<file path="config.mk">
export PLATFORM = sky130hd
export DESIGN_NAME = spi_bus_bridge
export DESIGN_NICKNAME = d
export VERILOG_FILES = /design/src/rtl/spi_bus_bridge_pkg.sv /design/src/rtl/spi_sync_edge.sv /design/src/rtl/spi_bus_bridge.sv
export SDC_FILE = /design/constraint.sdc
export NUM_CORES = 1
export LEC_CHECK = 0
export ABC_AREA = 1
export BUFFER_PORTS_ARGS = -buffer_cell sky130_fd_sc_hd__clkbuf_2
export CAP_MARGIN = 20
export CORE_UTILIZATION = 65
export CTS_BUF_LIST = sky130_fd_sc_hd__clkbuf_4
export CTS_CLUSTER_DIAMETER = 200
export CTS_CLUSTER_SIZE = 8
export DETAILED_ROUTE_END_ITERATION = 8
export GPL_ROUTABILITY_DRIVEN = 1
export PLACE_DENSITY = 0.91
export SLEW_MARGIN = 10
export SYNTH_ARGS = -nofsm -noshare
export SYNTH_HDL_FRONTEND = slang
export SYNTH_SLANG_ARGS = --single-unit
</file>
<file path="constraint.sdc">
create_clock -name i_clk -period 6.39 [get_ports i_clk]
set_clock_uncertainty 0.05 [all_clocks]
set_input_delay 0.3195 -clock i_clk [delete_from_list [all_inputs] [get_ports i_clk]]
set_output_delay 0.3195 -clock i_clk [all_outputs]
set_load 0.01 [all_outputs]
</file>
<file path="src/rtl/spi_bus_bridge_pkg.sv">
// rtl/spi_bus_bridge_pkg.sv - shared types and constants for the SPI register bridge
package spi_bus_bridge_pkg;

  // SPI mode encodings for the CPOL / CPHA parameters
  localparam int CPOL_IDLE_LOW  = 0;
  localparam int CPOL_IDLE_HIGH = 1;
  localparam int CPHA_LEAD      = 0;
  localparam int CPHA_TRAIL     = 1;

  // Bit-counter width, wide enough for a 32-bit word or a 16-bit header
  localparam int CNT_W = 6;

  typedef enum logic [1:0] {
    ST_IDLE,
    ST_HDR,
    ST_DATA
  } state_e;

  // The read/write flag sits just above the address bits of the header
  function automatic int hdr_rw_pos(input int aw);
    return aw;
  endfunction

endpackage

</file>
<file path="src/rtl/spi_sync_edge.sv">
// rtl/spi_sync_edge.sv - SPI pin synchroniser with sample/shift edge pulses
module spi_sync_edge
  import spi_bus_bridge_pkg::*;
#(
  parameter int SYNC_STAGES = 2,
  parameter int CPOL        = 0,
  parameter int CPHA        = 0
) (
  input  logic i_clk,
  input  logic i_rst,
  input  logic i_sclk,
  input  logic i_mosi,
  input  logic i_ncs,
  output logic o_mosi,
  output logic o_ncs,
  output logic o_sample,
  output logic o_shift
);

  localparam logic L_SCLK_IDLE = (CPOL == CPOL_IDLE_HIGH);

  logic [SYNC_STAGES-1:0] r_sclk_sync;
  logic [SYNC_STAGES-1:0] r_mosi_sync;
  logic [SYNC_STAGES-1:0] r_ncs_sync;
  logic                   r_sclk_d;
  logic                   w_sclk;
  logic                   w_rise;
  logic                   w_fall;
  logic                   w_lead;
  logic                   w_trail;

  // Synchronise the pins; nCS resets low so the bridge must see it high before a frame
  always_ff @(posedge i_clk or posedge i_rst) begin
    if (i_rst) begin
      r_sclk_sync <= {SYNC_STAGES{L_SCLK_IDLE}};
      r_mosi_sync <= '0;
      r_ncs_sync  <= '0;
      r_sclk_d    <= L_SCLK_IDLE;
    end else begin
      r_sclk_sync <= {r_sclk_sync[SYNC_STAGES-2:0], i_sclk};
      r_mosi_sync <= {r_mosi_sync[SYNC_STAGES-2:0], i_mosi};
      r_ncs_sync  <= {r_ncs_sync[SYNC_STAGES-2:0], i_ncs};
      r_sclk_d    <= r_sclk_sync[SYNC_STAGES-1];
    end
  end

  assign w_sclk   = r_sclk_sync[SYNC_STAGES-1];
  assign w_rise   = w_sclk & ~r_sclk_d;
  assign w_fall   = ~w_sclk & r_sclk_d;
  assign w_lead   = (CPOL == CPOL_IDLE_HIGH) ? w_fall : w_rise;
  assign w_trail  = (CPOL == CPOL_IDLE_HIGH) ? w_rise : w_fall;
  assign o_sample = (CPHA == CPHA_TRAIL) ? w_trail : w_lead;
  assign o_shift  = (CPHA == CPHA_TRAIL) ? w_lead : w_trail;
  assign o_mosi   = r_mosi_sync[SYNC_STAGES-1];
  assign o_ncs    = r_ncs_sync[SYNC_STAGES-1];

endmodule

</file>
<file path="src/rtl/spi_bus_bridge.sv">
// rtl/spi_bus_bridge.sv - SPI slave bridging a host to the internal register bus
module spi_bus_bridge
  import spi_bus_bridge_pkg::*;
#(
  parameter int DW          = 16,
  parameter int AW          = 8,
  parameter int CPOL        = 0,
  parameter int CPHA        = 0,
  parameter int SYNC_STAGES = 2,
  parameter int AUTO_INC    = 1
) (
  input  logic          i_clk,
  input  logic          i_rst,
  input  logic          i_sclk,
  input  logic          i_mosi,
  input  logic          i_ncs,
  output logic          o_miso,
  output logic          o_miso_oe,
  output logic          o_wr_stb,
  output logic [AW-1:0] o_wr_addr,
  output logic [DW-1:0] o_wr_data,
  output logic          o_rd_req,
  output logic [AW-1:0] o_rd_addr,
  input  logic          i_rd_ack,
  input  logic [DW-1:0] i_rd_data,
  output logic          o_busy,
  output logic          o_err
);

  localparam int               RW_POS      = hdr_rw_pos(AW);
  localparam logic [AW-1:0]    L_INC       = (AUTO_INC != 0) ? AW'(1) : AW'(0);
  localparam logic [CNT_W-1:0] L_HDR_LAST  = CNT_W'(AW);
  localparam logic [CNT_W-1:0] L_WORD_LAST = CNT_W'(DW - 1);

  logic             w_mosi;
  logic             w_ncs;
  logic             w_sample;
  logic             w_shift;
  logic [AW:0]      w_hdr_next;
  logic [DW-1:0]    w_word_next;
  logic [AW-1:0]    w_addr_next;
  logic             w_ack;

  state_e           r_state;
  logic             r_armed;
  logic [CNT_W-1:0] r_cnt;
  logic [AW-1:0]    r_hdr;
  logic             r_rw;
  logic [AW-1:0]    r_addr;
  logic [DW-2:0]    r_shift;
  logic [DW-1:0]    r_pref;
  logic             r_pref_vld;
  logic             r_load_pend;
  logic             r_miso;
  logic             r_miso_oe;
  logic             r_wr_stb;
  logic [AW-1:0]    r_wr_addr;
  logic [DW-1:0]    r_wr_data;
  logic             r_rd_req;
  logic [AW-1:0]    r_rd_addr;
  logic             r_busy;
  logic             r_err;

  spi_sync_edge #(
    .SYNC_STAGES (SYNC_STAGES),
    .CPOL        (CPOL),
    .CPHA        (CPHA)
  ) u_sync (
    .i_clk    (i_clk),
    .i_rst    (i_rst),
    .i_sclk   (i_sclk),
    .i_mosi   (i_mosi),
    .i_ncs    (i_ncs),
    .o_mosi   (w_mosi),
    .o_ncs    (w_ncs),
    .o_sample (w_sample),
    .o_shift  (w_shift)
  );

  // r_shift keeps only DW-1 bits: the MSB is always already on MISO or about to be captured
  assign w_hdr_next  = {r_hdr, w_mosi};
  assign w_word_next = {r_shift, w_mosi};
  assign w_addr_next = r_addr + L_INC;
  assign w_ack       = i_rd_ack & r_rd_req;

  // Frame FSM: header decode, write word assembly, read prefetch and MISO shifting
  always_ff @(posedge i_clk or posedge i_rst) begin
    if (i_rst) begin
      r_state     <= ST_IDLE;
      r_armed     <= 1'b0;
      r_cnt       <= '0;
      r_hdr       <= '0;
      r_rw        <= 1'b0;
      r_addr      <= '0;
      r_shift     <= '0;
      r_pref      <= '0;
      r_pref_vld  <= 1'b0;
      r_load_pend <= 1'b0;
      r_miso      <= 1'b0;
      r_miso_oe   <= 1'b0;
      r_wr_stb    <= 1'b0;
      r_wr_addr   <= '0;
      r_wr_data   <= '0;
      r_rd_req    <= 1'b0;
      r_rd_addr   <= '0;
      r_busy      <= 1'b0;
      r_err       <= 1'b0;
    end else begin
      r_wr_stb <= 1'b0;
      r_err    <= 1'b0;
      if (w_ncs) r_armed <= 1'b1;
      case (r_state)
        ST_IDLE: begin
          r_miso    <= 1'b0;
          r_miso_oe <= 1'b0;
          r_busy    <= 1'b0;
          r_rd_req  <= 1'b0;
          if (r_armed && !w_ncs) begin
            r_state     <= ST_HDR;
            r_busy      <= 1'b1;
            r_miso_oe   <= 1'b1;
            r_cnt       <= '0;
            r_hdr       <= '0;
            r_load_pend <= 1'b0;
            r_pref_vld  <= 1'b0;
          end
        end
        ST_HDR: begin
          if (w_sample) begin
            r_hdr <= w_hdr_next[AW-1:0];
            if (r_cnt == L_HDR_LAST) begin
              r_cnt   <= '0;
              r_state <= ST_DATA;
              r_rw    <= w_hdr_next[RW_POS];
              r_addr  <= w_hdr_next[AW-1:0];
              if (w_hdr_next[RW_POS]) begin
                r_rd_req    <= 1'b1;
                r_rd_addr   <= w_hdr_next[AW-1:0];
                r_load_pend <= 1'b1;
              end
            end else begin
              r_cnt <= r_cnt + 1'b1;
            end
          end
        end
        ST_DATA: begin
          if (w_ack) begin
            r_pref     <= i_rd_data;
            r_pref_vld <= 1'b1;
            r_rd_req   <= 1'b0;
          end
          if (w_sample) begin
            if (!r_rw) r_shift <= w_word_next[DW-2:0];
            if (r_cnt == L_WORD_LAST) begin
              r_cnt <= '0;
              if (r_rw) begin
                r_load_pend <= 1'b1;
              end else begin
                r_wr_stb  <= 1'b1;
                r_wr_addr <= r_addr;
                r_wr_data <= w_word_next;
                r_addr    <= w_addr_next;
              end
            end else begin
              r_cnt <= r_cnt + 1'b1;
            end
          end
          if (w_shift && r_rw) begin
            if (r_load_pend) begin
              r_load_pend <= 1'b0;
              if (r_pref_vld) begin
                r_shift    <= r_pref[DW-2:0];
                r_miso     <= r_pref[DW-1];
                r_pref_vld <= 1'b0;
                r_addr     <= w_addr_next;
                r_rd_addr  <= w_addr_next;
                r_rd_req   <= 1'b1;
              end else begin
                // Underrun: send zeros, keep the outstanding request for the next word
                r_shift <= '0;
                r_miso  <= 1'b0;
                r_err   <= 1'b1;
              end
            end else begin
              r_shift <= {r_shift[DW-3:0], 1'b0};
              r_miso  <= r_shift[DW-2];
            end
          end
        end
        default: r_state <= ST_IDLE;
      endcase
      // nCS release aborts the frame but lets a word completing this cycle still strobe
      if (r_state != ST_IDLE && w_ncs) begin
        r_state   <= ST_IDLE;
        r_rd_req  <= 1'b0;
        r_miso    <= 1'b0;
        r_miso_oe <= 1'b0;
        r_busy    <= 1'b0;
      end
    end
  end

  assign o_miso    = r_miso;
  assign o_miso_oe = r_miso_oe;
  assign o_wr_stb  = r_wr_stb;
  assign o_wr_addr = r_wr_addr;
  assign o_wr_data = r_wr_data;
  assign o_rd_req  = r_rd_req;
  assign o_rd_addr = r_rd_addr;
  assign o_busy    = r_busy;
  assign o_err     = r_err;

endmodule

</file>
==> metrics.cfg <==
[critical_path]
slowest_stage = nor2_2
arrival_ns = 3.43
startpoint_type = flip-flop
cp.buffers_inverters = 2
crit_type = reg2reg
max_stage_delay_ns = 0.93
worstPathMaxFanout = 32
cp.required_ns = 6.74
path_cells = inv_1 > ha_1 > inv_2 > nor2_2 > nor2_1 > a31oi_1
path_delay_family = simple AND/OR/NAND/NOR gates
timing.rr.start = r_state[0]
end_kind = flip-flop
crit_start = r_state[0]

[floorplan]
io_pins = 60
core_sq_um = 7210
num_rows = 31
chipHeight_um = 88.3
die_area_sq_um = 7800
fp.dieW_um = 88.3
start_util_pct = 67.2

[grt]
grt_max_degree = 59
antenna_found_initial = 0
overflow = 0
grt_pass1_vias = 3628
grtUsageTotal_pct = 27.7
grt_pass1_wl_um = 16500

[clocking]
cts_sinks = 103
path_clk_slew_ns = 0.17
root_buffer = clkbuf_4
cts.path.max_buffers = 2
cts_buffers = 9
cts_tree = built
hold_buffers = 4
htreeDepth = 3
cts_setup_buffers = 0
cts_resized = 0
insertion_delay_ns = 0.47

[route]
drt_iter0_drc = 407
drc = 0
drtPass1Iterations = 5
finalWirelength_um = 10000
ant_nets = 0
via_per_inst = 5.57
routedWlPerCell_um = 13.9
vias = 4003

[yosys]
ys_warn_count = 0
synth_ff_type = dfrtp_1
synth_largest_area_cell = dfrtp_1
syn_area_sq_um = 4850
ys_seq_area_share_pct = 53.2
syn_inst = 561
synth.avg_cell_area_sq_um = 8.64
ys_ff_latch = 103
synth_most_common_cell = nand2_1
synth.area.top_cells = dfrtp_1 (53%), nand2_1 (14%), o21ai_0 (4.1%), nand3_1 (3.9%), inv_1 (3.7%)
synth_edf_count = 0
synth_cell_types = 35
ys_async_sr_fraction_pct = 100
synth_top_area_share_pct = 53.2
synth_nets = 590
ys_top_cells_by_count = nand2_1 (185), dfrtp_1 (103), inv_1 (48)

[power_and_ir_drop]
ir_drop_uv = 253
intPower_uw = 1070
seq_power_share_pct = 51.5
swShare_pct = 39.6
power_frac_comb_pct = 30.3
p_leak_uw = 0.00287
p_per_area_nw_per_um2 = 334
netSwitchingPower_uw = 702
clkPwrFrac_pct = 18.1

[worst_hold_path]
min-delay-start = i_rd_data[10]
holdCritPathClass = in2reg

[final_layout]
antenna_cells = 0
area_growth_pct = 9.48
final-seq-area_sq_um = 2580
final.fill_count = 513
multi_input_area_sq_um = 1930
post-route-cell-area_sq_um = 5310
drive_gt1_share_pct = 19.5
nets = 644

[timing]
hold_viol_final = 0
period_share_pct = 48.1
finalSetupViolCount = 0
finalCriticalPeriod_ns = 3.08
drv_slew = 0
fmax_mhz = 325
worst_pin_slew_ns = 1.05
maxSlewHeadroom_pct = 30.2
rsz0062_at_grt = no
fin_setup_tns_ns = 0

[placed_design]
dpl_cell_area_sq_um = 5130
hpwl_um = 6980
routabilityCongestion = 0.881
io_buffers = 59

[flow_run]
maxCapViolCount = 0

[outcome]
status = completed

[logic make-up after synthesis]
family / after synthesis / synth area share, %
multiplexers: 16 / 3.72
adder cells (fa/ha/maj): 7 / 1.81
flip-flops: 103 / 53.2
AO/OA/AOI/OAI: 78 / 9.50
AND/OR/NAND/NOR: 284 / 24.8
buffers and inverters: 73 / 7.00
[sequential cells by signal (all words and copies together) (netlist names)]
| register | count |
|---|---|
| u_sync.r_mosi_sync | 2 |
| o_wr_addr | 8 |
| r_shift | 15 |
| o_err | 1 |
| r_pref | 16 |
| u_sync.r_sclk_d | 1 |
| u_sync.r_ncs_sync | 2 |
| o_rd_req | 1 |
| o_wr_stb | 1 |
| o_rd_addr | 8 |
| r_rw | 1 |
| u_sync.r_sclk_sync | 2 |
| r_armed | 1 |
| r_state | 2 |
| o_wr_data | 16 |
| r_addr | 8 |
| r_hdr | 8 |
| r_load_pend | 1 |
| r_pref_vld | 1 |
| o_miso | 1 |
| r_cnt | 6 |
| o_busy | 1 |
[final timing paths]
path | depth (start not counted) | slack (ns) | end
setup / recovery | 6 | 3.31 | r_shift[10]
hold / removal | 2 | 0.02 | r_pref[10]
setup reg to reg | 6 | 3.31 | r_shift[10]
hold reg to reg | 0 | 0.32 | u_sync.r_ncs_sync[1]
max in group asynchronous | 4 | 4.81 | r_cnt[0]
min in group asynchronous | 3 | 0.37 | o_wr_data[6]
[per-layer routing]
layer  track usage (%)  vias up  routed length [um]
li1                  -     1909                   -
met2              43.4      174                4720
met4              12.0        0                 226
met3              4.57       22                 597
met5                 0        -                   0
met1              38.5     1898                4460
[power by group through the flow]
stage	Sequential (uW)	Clock, uW	Combinational, uW
6_report	913	322	538
5_1_grt	927	353	603
4_1_cts	908	327	533
2_1_floorplan	887	0	439
3_3_place_gp	912	0	503
3_5_place_dp	921	0	526
[stage by stage]
step | std cells | utilization [%] | total power, uW | setup slack (ns) | hold slack, ns
after floorplan | 561 | - | 1330 | 3.32 | 0.281
after global placement | 699 | 71.1 | 1420 | 3.56 | 0.284
after detailed placement | 699 | 71.1 | 1450 | 3.38 | 0.287
after CTS | 719 | 73.5 | 1770 | 3.39 | 0.0157
after global routing | 719 | 73.5 | 1880 | 3.06 | 0.00695
final | 719 | 73.5 | 1770 | 3.31 | 0.0157
[area by class of cell]
| cell class | instances | share of cell area [%] |
|---|---|---|
| Clock buffer | 9 | 1.27 |
| Clock inverter | 7 | 1.25 |
| Inverter | 52 | 3.73 |
| Multi-Input combinational cell | 385 | 36.4 |
| Sequential cell | 103 | 48.6 |
| Tap cell | 99 | 2.33 |
| Timing Repair Buffer | 64 | 6.46 |
[placed cells by master, fill, tap and decap left out, types with 8 or more instances in the layout]
| cell | count |
|---|---|
| nand2_2 | 8 |
| clkbuf_4 | 9 |
| nand2_1 | 185 |
| a31oi_1 | 15 |
| clkbuf_2 | 59 |
| inv_1 | 47 |
| o21ai_0 | 40 |
| mux2_2 | 16 |
| dfrtp_1 | 103 |
| nor2_1 | 39 |
| nand3_1 | 38 |
No activity file was read; power rests on OpenSTA's default activity.
